`config.mk`:
```
export PLATFORM = sky130hd
export DESIGN_NAME = stim_check_seq
export DESIGN_NICKNAME = d
export VERILOG_FILES = /design/src/rtl/stim_check_pkg.sv /design/src/rtl/stim_pattern_gen.sv /design/src/rtl/stim_check_seq.sv
export SDC_FILE = /design/constraint.sdc
export NUM_CORES = 1
export LEC_CHECK = 0
export ABC_CLOCK_PERIOD_IN_PS = 2900
export CORE_MARGIN = 2
export CORE_UTILIZATION = 31
export CTS_CLUSTER_DIAMETER = 60
export DETAILED_ROUTE_END_ITERATION = 8
export GPL_TIMING_DRIVEN = 0
export PLACE_DENSITY_LB_ADDON = 0.3
export SLEW_MARGIN = 20
export SYNTH_ARGS = -nofsm -noshare
export SYNTH_HDL_FRONTEND = slang
export SYNTH_SLANG_ARGS = --single-unit
```
`constraint.sdc`:
```
create_clock -name clk -period 2.9 [get_ports clk]
set_input_delay 0.58 -clock clk [delete_from_list [all_inputs] [get_ports clk]]
set_output_delay 0.58 -clock clk [all_outputs]
set_load 0.05 [all_outputs]
```
`src/rtl/stim_check_pkg.sv`:
```
// rtl/stim_check_pkg.sv - shared enums for the stimulus-and-check sequencer
package stim_check_pkg;

  typedef enum logic [1:0] {
    MODE_ALT   = 2'd0,
    MODE_COUNT = 2'd1,
    MODE_WALK1 = 2'd2,
    MODE_LFSR  = 2'd3
  } mode_e;

  typedef enum logic [1:0] {
    ST_IDLE = 2'd0,
    ST_RUN  = 2'd1,
    ST_DONE = 2'd2
  } state_e;

endpackage

```
`src/rtl/stim_pattern_gen.sv`:
```
// rtl/stim_pattern_gen.sv - pattern register: load vector 0 for a mode, then advance one step at a time
module stim_pattern_gen
  import stim_check_pkg::*;
#(
  parameter int              WIDTH = 8,
  parameter logic [WIDTH-1:0] TAPS  = WIDTH'(8'hB8)
) (
  input  logic             clk,
  input  logic             rst,
  input  logic             load_i,
  input  logic             adv_i,
  input  mode_e            mode_i,
  output logic [WIDTH-1:0] pat_o
);

  logic [WIDTH-1:0] pat_q, pat_d;
  mode_e            mode_q, mode_d;

  always_ff @(posedge clk or negedge rst) begin
    if (!rst) begin
      pat_q  <= '0;
      mode_q <= MODE_ALT;
    end else begin
      pat_q  <= pat_d;
      mode_q <= mode_d;
    end
  end

  always_comb begin
    pat_d  = pat_q;
    mode_d = mode_q;
    if (load_i) begin
      mode_d = mode_i;
      // WALK1 and LFSR both start from 1; ALT and COUNT start from 0
      pat_d  = (mode_i == MODE_WALK1 || mode_i == MODE_LFSR) ? WIDTH'(1) : '0;
    end else if (adv_i) begin
      case (mode_q)
        MODE_ALT:   pat_d = ~pat_q;
        MODE_COUNT: pat_d = pat_q + 1'b1;
        MODE_WALK1: pat_d = {pat_q[WIDTH-2:0], pat_q[WIDTH-1]};
        MODE_LFSR:  pat_d = pat_q[0] ? ((pat_q >> 1) ^ TAPS) : (pat_q >> 1);
        default:    pat_d = pat_q;
      endcase
    end
  end

  assign pat_o = pat_q;

endmodule

```
`src/rtl/stim_check_seq.sv`:
```
// rtl/stim_check_seq.sv - run FSM: applies NVEC held vectors, checks responses, reports pass/errors
module stim_check_seq
  import stim_check_pkg::*;
#(
  parameter int               WIDTH  = 8,
  parameter int               NVEC   = 16,
  parameter int               HOLD   = 2,
  parameter int               ERR_W  = 8,
  parameter int               INVERT = 1,
  parameter logic [WIDTH-1:0] TAPS   = WIDTH'(8'hB8),
  localparam int              IDX_W  = (NVEC > 1) ? $clog2(NVEC) : 1
) (
  input  logic             clk,
  input  logic             rst,
  input  logic             start,
  input  logic [1:0]       mode,
  output logic [WIDTH-1:0] stim_o,
  input  logic [WIDTH-1:0] resp_i,
  output logic             busy,
  output logic             done,
  output logic             pass,
  output logic [ERR_W-1:0] err_cnt,
  output logic [IDX_W-1:0] first_err_idx,
  output logic             first_err_valid
);

  localparam int HOLD_W = (HOLD > 1) ? $clog2(HOLD) : 1;

  state_e            state_q, state_d;
  logic [HOLD_W-1:0] hold_q, hold_d;
  logic [IDX_W-1:0]  vec_q, vec_d;
  logic [ERR_W-1:0]  err_q, err_d;
  logic [IDX_W-1:0]  fidx_q, fidx_d;
  logic              fval_q, fval_d;
  logic              load, adv, mismatch;
  logic [WIDTH-1:0]  pat, expected;

  stim_pattern_gen #(.WIDTH(WIDTH), .TAPS(TAPS)) u_pat (
    .clk    (clk),
    .rst    (rst),
    .load_i (load),
    .adv_i  (adv),
    .mode_i (mode_e'(mode)),
    .pat_o  (pat)
  );

  always_ff @(posedge clk or negedge rst) begin
    if (!rst) begin
      state_q <= ST_IDLE;
      hold_q  <= '0;
      vec_q   <= '0;
      err_q   <= '0;
      fidx_q  <= '0;
      fval_q  <= 1'b0;
    end else begin
      state_q <= state_d;
      hold_q  <= hold_d;
      vec_q   <= vec_d;
      err_q   <= err_d;
      fidx_q  <= fidx_d;
      fval_q  <= fval_d;
    end
  end

  assign expected = (INVERT != 0) ? ~pat : pat;

  // Written as if/else so an unknown response falls into the mismatch branch
  always_comb begin
    if (resp_i == expected) mismatch = 1'b0;
    else                    mismatch = 1'b1;
  end

  always_comb begin
    state_d = state_q;
    hold_d  = hold_q;
    vec_d   = vec_q;
    err_d   = err_q;
    fidx_d  = fidx_q;
    fval_d  = fval_q;
    load    = 1'b0;
    adv     = 1'b0;
    case (state_q)
      ST_IDLE, ST_DONE: begin
        if (start) begin
          state_d = ST_RUN;
          load    = 1'b1;
          hold_d  = '0;
          vec_d   = '0;
          err_d   = '0;
          fidx_d  = '0;
          fval_d  = 1'b0;
        end
      end
      ST_RUN: begin
        if (hold_q == HOLD_W'(HOLD - 1)) begin
          if (mismatch) begin
            if (err_q != '1) err_d = err_q + 1'b1;
            if (!fval_q) begin
              fval_d = 1'b1;
              fidx_d = vec_q;
            end
          end
          if (vec_q == IDX_W'(NVEC - 1)) begin
            state_d = ST_DONE;
          end else begin
            vec_d  = vec_q + 1'b1;
            adv    = 1'b1;
            hold_d = '0;
          end
        end else begin
          hold_d = hold_q + 1'b1;
        end
      end
      default: state_d = ST_IDLE;
    endcase
  end

  assign busy            = (state_q == ST_RUN);
  assign done            = (state_q == ST_DONE);
  assign pass            = done && (err_q == '0) && !fval_q;
  assign stim_o          = busy ? pat : '0;
  assign err_cnt         = err_q;
  assign first_err_idx   = fidx_q;
  assign first_err_valid = fval_q;

endmodule

```
==> run metrics, run 1 <==
outcome completed; CP delay by family, top buffers and inverters; area of the multi-input gates 1064 um2; worst reg-to-reg path cell count 7; TritonRoute pass-1 iters 4; sequential area share after synthesis 0.3878; top cell type's share of synthesized area 0.3878; number of library cell types mapped by synthesis 43; final net count 287; Reg power frac 0.229; Seq cells post-synth 30; die height 83.02 um; EDFF count, synth 0; htree depth 2; worst hold path class primary input to async pin; number of max-cap violations 0; commonest non-fill, non-tap cell in the layout clkdlybuf4s50_1; clock buffer depth 2; Cell Rows 28; RSZ-0062 raised after global routing false; Resize count post-CTS 1; die area 6892 um2; Least-Margin Pin Slew 687.3 ps; Register Area 750.7 um2; Post-Syn Instances 228; switch share 0.5165; IO buf count 36; Die Wd 83.02 um; leading cell types in the layout, fill and taps excluded 33 x clkdlybuf4s50_1, 30 x nand2_1, 30 x dfrtp_1; final critical-path required period 2798 ps; final hold vios 0; Net Count, Synth 245; Mapped Area 1936 um2; Slew HR 0.5418; drt drc 0; clock sink total 30; Worst Setup Start Kind flip-flop; Worst Path Buf+Inv 2; clock network fraction of design power 0.105; initial cell density of the core 0.3231; top cells by area, synth dfrtp_1 39%, nand2_1 5.8%, xor2_1 5.0%; Num CTS Buffers 5; hpwl dp 3.442 mm; FFs w/ async S/R, synth 1.000; Slew Limit Fails 0; TNS Setup 0 ps; Cell Chain, Critical Path inv_1, ha_1, nor4b_1, and3_1, clkdlybuf4s50_1; GRT Resource Usage Total 0.1472; largest net degree at the start of global routing 31; Lkg Pwr 1.086 nW; crit path capture pass; post-route ant nets 0; Critical Path Source err_cnt[0]; clock-pin slew on the worst setup and hold paths 70 ps; slowest CP cell clkdlybuf4s50_1; FMAX 357.4 MHz; routed via count 1738; fin cells 346; Critical Path Fanout Max 6; # IOs 37; cell-internal power 1.613 mW; first-pass GRT wire length 8.328 mm; worst flop-to-flop path endpoint vec_q[3]; initial antenna violation count 0; worst-skew pair later-pin latency 280 ps; critical path depth in cells 5; fillcell total 614; Core Area 5991 um2; Crit Path Class flip-flop to output pin; cts hold-fix bufs 0; required time of the critical path 2320 ps; flop2flop setup slack 940 ps; CTS tree built; wire length per cell 13.83 um; post-CTS setup buffer count 0; Combinational Power Share 0.666; Ys Warns 0; Worst EP arrival 2220 ps; Post-Syn Area per Cell 8.490 um2; Diodes inserted 0; area leader, netlist dfrtp_1; fraction of layout cells with a size suffix above 1 0.08487; slowest stage delay, CP 800 ps; Clock Skew 5.280 ps; 1st-iter DRT viols 106; peak supply drop 0.5260 mV; FF-to-FF Start state_q[0]; Worst setup EP type output pin; routed wire length 4.786 mm; Most used DFF post-synth dfrtp_1; Layout area overhead 28.05%; placed insts 339; vias in the first global route 1718; switching power total 1.723 mW; via/cell ratio 5.023; clock root cell clkbuf_8; GRT overflow 0; pwr/cell area 1346 nW/um2; final setup fails 0; crit share post-route 0.9647; GPL Wtd Cong 0.8343
power by group through the flow:
stage / combinational [mW] / clock, mW / sequential [mW]
3_3_place_gp: 2.21 / 0 / 0.768
3_5_place_dp: 2.23 / 0 / 0.771
2_1_floorplan: 1.41 / 0 / 0.970
6_report: 2.22 / 0.350 / 0.764
5_1_grt: 2.45 / 0.381 / 0.793
4_1_cts: 2.23 / 0.360 / 0.764
kinds of logic (layout without fill, tap and decap cells):
group,after synthesis,count (layout),share of synthesized area
and+or+nand+nor,93,93,0.2321
AOI/OAI and AO/OA,53,53,0.1862
DFF,30,30,0.3878
buffers and inverters,27,70,0.06270
xor gates and xnor gates,16,16,0.07240
muxes,5,5,0.03297
adders and majority gates,4,4,0.02586
layout make-up:
class	instances	area share
plain buffers	16	0.03281
clock buffers	7	0.03483
clock inverters	1	0.002019
inverters	10	0.01514
multi-input cells	171	0.4291
flip-flops and latches	30	0.3029
well taps	75	0.03786
repair buffers	36	0.1454
synth_stat cells, types with 5 or more instances:
cell type,number
inv_1,9
nand3_1,11
nor2_1,17
and2_1,5
xor2_1,11
a21oi_1,8
o21ai_0,19
nand2_1,30
buf_2,6
a22o_1,7
clkbuf_1,8
nand4_1,6
nor3_1,6
xnor2_1,5
dfrtp_1,30
metrics by stage:
step / utilization / instance area, um2 / setup slack (ps) / hold WS [ps] / power (mW)
2_1_floorplan: - / 1936 / 441.9 / 284.4 / 2.382
3_3_place_gp: 0.3989 / 2390 / 54.70 / 502.8 / 2.977
3_5_place_dp: 0.3981 / 2385 / 48.48 / 496.0 / 3.003
6_report: 0.4137 / 2479 / 102.4 / 338.8 / 3.336
5_1_grt: 0.4137 / 2479 / 0.6133 / 401.1 / 3.622
4_1_cts: 0.4129 / 2474 / 69.91 / 363.2 / 3.357
registers in the layout (all words and copies together) (netlist names):
register and flops:
state_q 2, first_err_valid 1, vec_q 4, err_cnt 8, first_err_idx 4, u_pat.pat_o 8
hold_q 1, u_pat.mode_q 2
worst min-delay path by stage:
stage | startpoint | to | slack (ps) | cells past startpoint
global route | rst | err_cnt[4] | 400 | 1
global placement | first_err_idx[2] | first_err_idx[2] | 500 | 1
finish | rst | first_err_idx[1] | 340 | 1
CTS | rst | err_cnt[7] | 360 | 1
floorplan | rst | err_cnt[0] | 280 | 0
detailed placement | first_err_idx[1] | first_err_idx[1] | 500 | 1
metal layers:
layer | track usage | up-vias | share of wire
met5 | 0 | - | 0
met4 | 0.05216 | 0 | 0.012
met3 | 0.03479 | 5 | 0.037
met2 | 0.2243 | 39 | 0.47
met1 | 0.2037 | 811 | 0.48
li1 | - | 883 | -
No activity file was read; power rests on OpenSTA's default activity.
==> run 2: changes to the inputs <==
- SKIP_CTS_REPAIR_TIMING: not set -> 1
==> run 2 against run 1 <==
Critical path depth did not move. Highest routed layer unchanged. Total power barely moved. Setup slack got worse by 1.7 ps. Maximum frequency hardly changed.
==> run metrics, run 2 (synthesized netlist as in run 1, its figures left out) <==
Cell Rows 28 (unchanged); first-pass GRT wire length 8.355 mm (was 8.328 mm); Num CTS Buffers 5 (unchanged); hpwl dp 3.442 mm (unchanged); post-route ant nets 0 (unchanged); number of max-cap violations 0 (unchanged); cell-internal power 1.610 mW (was 1.613 mW); fraction of layout cells with a size suffix above 1 0.08487 (unchanged); worst hold path class primary input to async pin (unchanged); routed via count 1744 (was 1738); pwr/cell area 1342 nW/um2 (was 1346 nW/um2); total power draw 3.337 mW (was 3.336 mW); Worst setup EP type output pin (unchanged); largest net degree at the start of global routing 31 (unchanged); Slew Limit Fails 0 (unchanged); final net count 287 (unchanged); htree depth 2 (unchanged); clock sink total 30 (unchanged); initial cell density of the core 0.3231 (unchanged); fillcell total 614 (unchanged); routed wire length 4.822 mm (was 4.786 mm); drt drc 0 (unchanged); crit share post-route 0.9653 (was 0.9647); clock network fraction of design power 0.105 (about the same); TritonRoute pass-1 iters 5 (was 4); switch share 0.5174 (was 0.5165); grt met3 use 0.03479 (unchanged); Final Util 0.4150 (was 0.4137); leading cell types in the layout, fill and taps excluded 30 x nand2_1, 30 x dfrtp_1, 30 x clkdlybuf4s50_1 (was 33 x clkdlybuf4s50_1, 30 x nand2_1, 30 x dfrtp_1); die area 6892 um2 (unchanged); final critical-path required period 2799 ps (was 2798 ps); via/cell ratio 5.040 (was 5.023); Worst EP arrival 2220 ps (about the same); Clock Skew 4.627 ps (was 5.280 ps); clock-pin slew on the worst setup and hold paths 70 ps (about the same); GRT Resource Usage Total 0.1479 (was 0.1472); Die Wd 83.02 um (unchanged); clock buffer depth 2 (unchanged); GR Util met1 0.2050 (was 0.2037); final setup fails 0 (unchanged); Worst Setup Start Kind flip-flop (unchanged); peak supply drop 0.5256 mV (was 0.5260 mV); # IOs 37 (unchanged); required time of the critical path 2320 ps (about the same); Slew HR 0.5420 (was 0.5418); RSZ-0062 raised after global routing false (unchanged); slowest stage delay, CP 800 ps (about the same); clock root cell clkbuf_8 (unchanged); outcome completed (unchanged); Lkg Pwr 1.121 nW (was 1.086 nW); final hold vios 0 (unchanged); GRT overflow 0 (unchanged); GRT met2 Usage 0.2251 (was 0.2243); Combinational Power Share 0.666 (about the same); GPL Wtd Cong 0.8343 (unchanged); initial antenna violation count 0 (unchanged); Crit Path Class flip-flop to output pin (unchanged); Hold WS 336.9 ps (was 338.8 ps); Layout area overhead 28.44% (was 28.05%); switching power total 1.727 mW (was 1.723 mW); worst-skew pair later-pin latency 280 ps (about the same); Diodes inserted 0 (unchanged); Core Area 5991 um2 (unchanged); slowest CP cell clkdlybuf4s50_1 (unchanged); FMAX 357.2 MHz (was 357.4 MHz); Cell Chain, Critical Path inv_1, ha_1, nor4b_1, and3_1, clkdlybuf4s50_1 (unchanged); vias in the first global route 1726 (was 1718); Least-Margin Pin Slew 687.0 ps (was 687.3 ps); CTS tree built (unchanged); wire length per cell 13.94 um (was 13.83 um); gr busiest metal met2 (unchanged); Reg power frac 0.229 (about the same); IO buf count 36 (unchanged); Critical Path Fanout Max 6 (unchanged); 1st-iter DRT viols 78 (was 106); die height 83.02 um (unchanged)
[run 2: area by class of cell]
class,instances,area [um2],share of cell area
Buffer,16,81.33,0.03271
Clock buffer,7,86.33,0.03473
Clock inverter,1,5.005,0.002013
Inverter,10,37.54,0.01510
Multi-Input combinational cell,171,1064,0.4278
Sequential cell,30,750.7,0.3020
Tap cell,75,93.84,0.03775
Timing Repair Buffer,36,367.9,0.1480
[run 2: final timing paths]
path                       slack [ps]               end             start  depth (start not counted)
max                               100              pass        err_cnt[0]                          5
min                               340  first_err_idx[1]               rst                          1
max reg2reg                       950          vec_q[3]        state_q[0]                          7
min reg2reg                       510  first_err_idx[3]  first_err_idx[3]                          1
max in group asynchronous        2120    u_pat.pat_o[4]               rst                          1
min in group clk                  510  first_err_idx[3]  first_err_idx[3]                          1
[run 2: metrics by stage]
stage	std cells	setup slack (ps)	TNS, ps	instance area [um2]
finish	346	100.6	0	2486
floorplan	228	441.9	0	1936
global route	346	8.429	0	2486
global placement	339	54.70	0	2390
CTS	347	-265.3	-1480	2476
detailed placement	339	48.48	0	2385
[run 2: critical path: cells and delay by family, from the launching register on]
kind | cells | cell delay [ps]
buffers and inverters | 2 | 940
DFF | 1 | 440
and+or+nand+nor | 2 | 380
adders and majority gates | 1 | 180
[run 2: power groups by stage]
stage	Clock (mW)	Sequential [mW]	Combinational, mW
6_report	0.351	0.763	2.22
5_1_grt	0.381	0.793	2.45
3_3_place_gp	0	0.768	2.21
4_1_cts	0.360	0.764	2.24
3_5_place_dp	0	0.771	2.23
2_1_floorplan	0	0.970	1.41
[run 2: layer usage]
| metal | wire length, um | part of all wire |
|---|---|---|
| met1 | 2299 | 0.48 |
| met4 | 43 | 0.0089 |
| met5 | 0 | 0 |
| met2 | 2285 | 0.47 |
| met3 | 193 | 0.040 |
==> run 3: changes to the inputs <==
- CELL_PAD_IN_SITES_DETAIL_PLACEMENT: not set -> 1
- CELL_PAD_IN_SITES_GLOBAL_PLACEMENT: not set -> 1
==> run 3 against run 2 <==
Wire length up 11%. Clock skew rose by 2.7 ps. Critical path depth did not move. Count of clock-buffer cells in the layout down 1. Sequential cell count did not move. Global-route usage rose by 1.5 points. Utilization up 0.10 points. Cell area up 0.25%. Maximum frequency is 0.93% higher. Die area is the same.
==> run metrics, run 3 (synthesized netlist as in run 1, its figures left out) <==
outcome completed (unchanged); slowest stage delay, CP 820 ps (was 800 ps); IO buf count 36 (unchanged); crit share post-route 0.9564 (was 0.9653); final critical-path required period 2773 ps (was 2799 ps); GRT overflow 0 (unchanged); FMAX 360.6 MHz (was 357.2 MHz); clock sink total 30 (unchanged); Least-Margin Pin Slew 693.0 ps (was 687.0 ps); 1st-iter DRT viols 100 (was 78); fin cells 346 (unchanged); final setup fails 0 (unchanged); Cell Chain, Critical Path nand2b_1, buf_2, clkbuf_2, nor2_1, clkdlybuf4s50_1 (was inv_1, ha_1, nor4b_1, and3_1, clkdlybuf4s50_1); Num CTS Buffers 5 (unchanged); pre-CTS setup slack 50.63 ps (was 48.48 ps); final hold vios 0 (unchanged); peak supply drop 0.5236 mV (was 0.5256 mV); CTS tree built (unchanged); TNS Setup 0 ps (unchanged); Slew Limit Fails 0 (unchanged); Crit Path Class flip-flop to output pin (unchanged); # IOs 37 (unchanged); Worst Path Buf+Inv 3 (was 2); via/cell ratio 5.205 (was 5.040); Cell Rows 28 (unchanged); routed via count 1801 (was 1744); Lkg Pwr 1.139 nW (was 1.121 nW); Worst EP arrival 2190 ps (was 2220 ps); design area 2492 um2 (was 2486 um2); htree depth 2 (unchanged); clock-pin slew on the worst setup and hold paths 70 ps (about the same); drt drc 0 (unchanged); initial antenna violation count 0 (unchanged); post-route ant nets 0 (unchanged); die height 83.02 um (unchanged); Slew HR 0.5380 (was 0.5420); worst hold path class primary input to async pin (unchanged); die area 6892 um2 (unchanged); fraction of layout cells with a size suffix above 1 0.08856 (was 0.08487); RSZ-0062 raised after global routing false (unchanged); TritonRoute pass-1 iters 4 (was 5); number of max-cap violations 0 (unchanged); worst-skew pair later-pin latency 280 ps (about the same); fillcell total 702 (was 614); wire length per cell 15.50 um (was 13.94 um); hpwl dp 3.896 mm (was 3.442 mm); first-pass GRT wire length 9.128 mm (was 8.355 mm); placed insts 339 (unchanged); Hold WS 336.5 ps (was 336.9 ps); GPL Wtd Cong 0.8413 (was 0.8343); post-place instance area 2385 um2 (unchanged); leading cell types in the layout, fill and taps excluded 30 x nand2_1, 30 x dfrtp_1, 29 x clkdlybuf4s50_1 (was 30 x nand2_1, 30 x dfrtp_1, 30 x clkdlybuf4s50_1); GRT Resource Usage Total 0.1631 (was 0.1479); clock root cell clkbuf_8 (unchanged); Die Wd 83.02 um (unchanged); clock buffer depth 2 (unchanged); Final Util 0.4160 (was 0.4150); Clock Skew 7.296 ps (was 4.627 ps); Layout area overhead 28.77% (was 28.44%); Critical Path Fanout Max 10 (was 6); final net count 287 (unchanged); routed wire length 5.363 mm (was 4.822 mm); Core Area 5991 um2 (unchanged); Worst setup EP type output pin (unchanged); slowest CP cell clkdlybuf4s50_1 (unchanged); Worst Setup Start Kind flip-flop (unchanged); CP delay by family, top buffers and inverters (unchanged); total power draw 3.387 mW (was 3.337 mW); pwr/cell area 1359 nW/um2 (was 1342 nW/um2); Diodes inserted 0 (unchanged); required time of the critical path 2320 ps (about the same); vias in the first global route 1787 (was 1726); largest net degree at the start of global routing 31 (unchanged); final worst slack 126.6 ps (was 100.6 ps); initial cell density of the core 0.3231 (unchanged)
-- run 3: where the power goes --
part | internal [mW] | switching [mW] | total, mW
Combinational | 0.815 | 1.44 | 2.26
Clock | 0.191 | 0.169 | 0.360
Sequential | 0.604 | 0.164 | 0.769
Total | 1.61 | 1.78 | 3.39
-- run 3: final cells by class --
type	instances	area, um2	share of cell area
Clock buffer	6	82.58	0.03313
Multi-Input combinational cell	171	1064	0.4267
Buffer	16	81.33	0.03263
Inverter	10	37.54	0.01506
Tap cell	75	93.84	0.03765
Clock inverter	2	12.51	0.005020
Timing Repair Buffer	36	370.4	0.1486
Sequential cell	30	750.7	0.3012
-- run 3: metal layers --
| metal | vias up | routed length, um | track usage |
|---|---|---|---|
| met5 | - | 0 | 0 |
| met4 | 0 | 42 | 0.04024 |
| met3 | 4 | 121 | 0.02783 |
| met2 | 24 | 2515 | 0.2595 |
| met1 | 895 | 2683 | 0.2303 |
| li1 | 878 | - | - |
-- run 3: final timing paths --
path                                  startpoint                to  slack [ps]  cells past startpoint
worst max-delay path                  state_q[1]         stim_o[6]         130                      5
worst min-delay path                         rst  first_err_idx[1]         340                      1
worst max register to register        state_q[0]          vec_q[3]         930                      7
worst min register to register  first_err_idx[3]  first_err_idx[3]         510                      1
max in group asynchronous                    rst    u_pat.pat_o[3]        2110                      1
min in group clk                first_err_idx[3]  first_err_idx[3]         510                      1
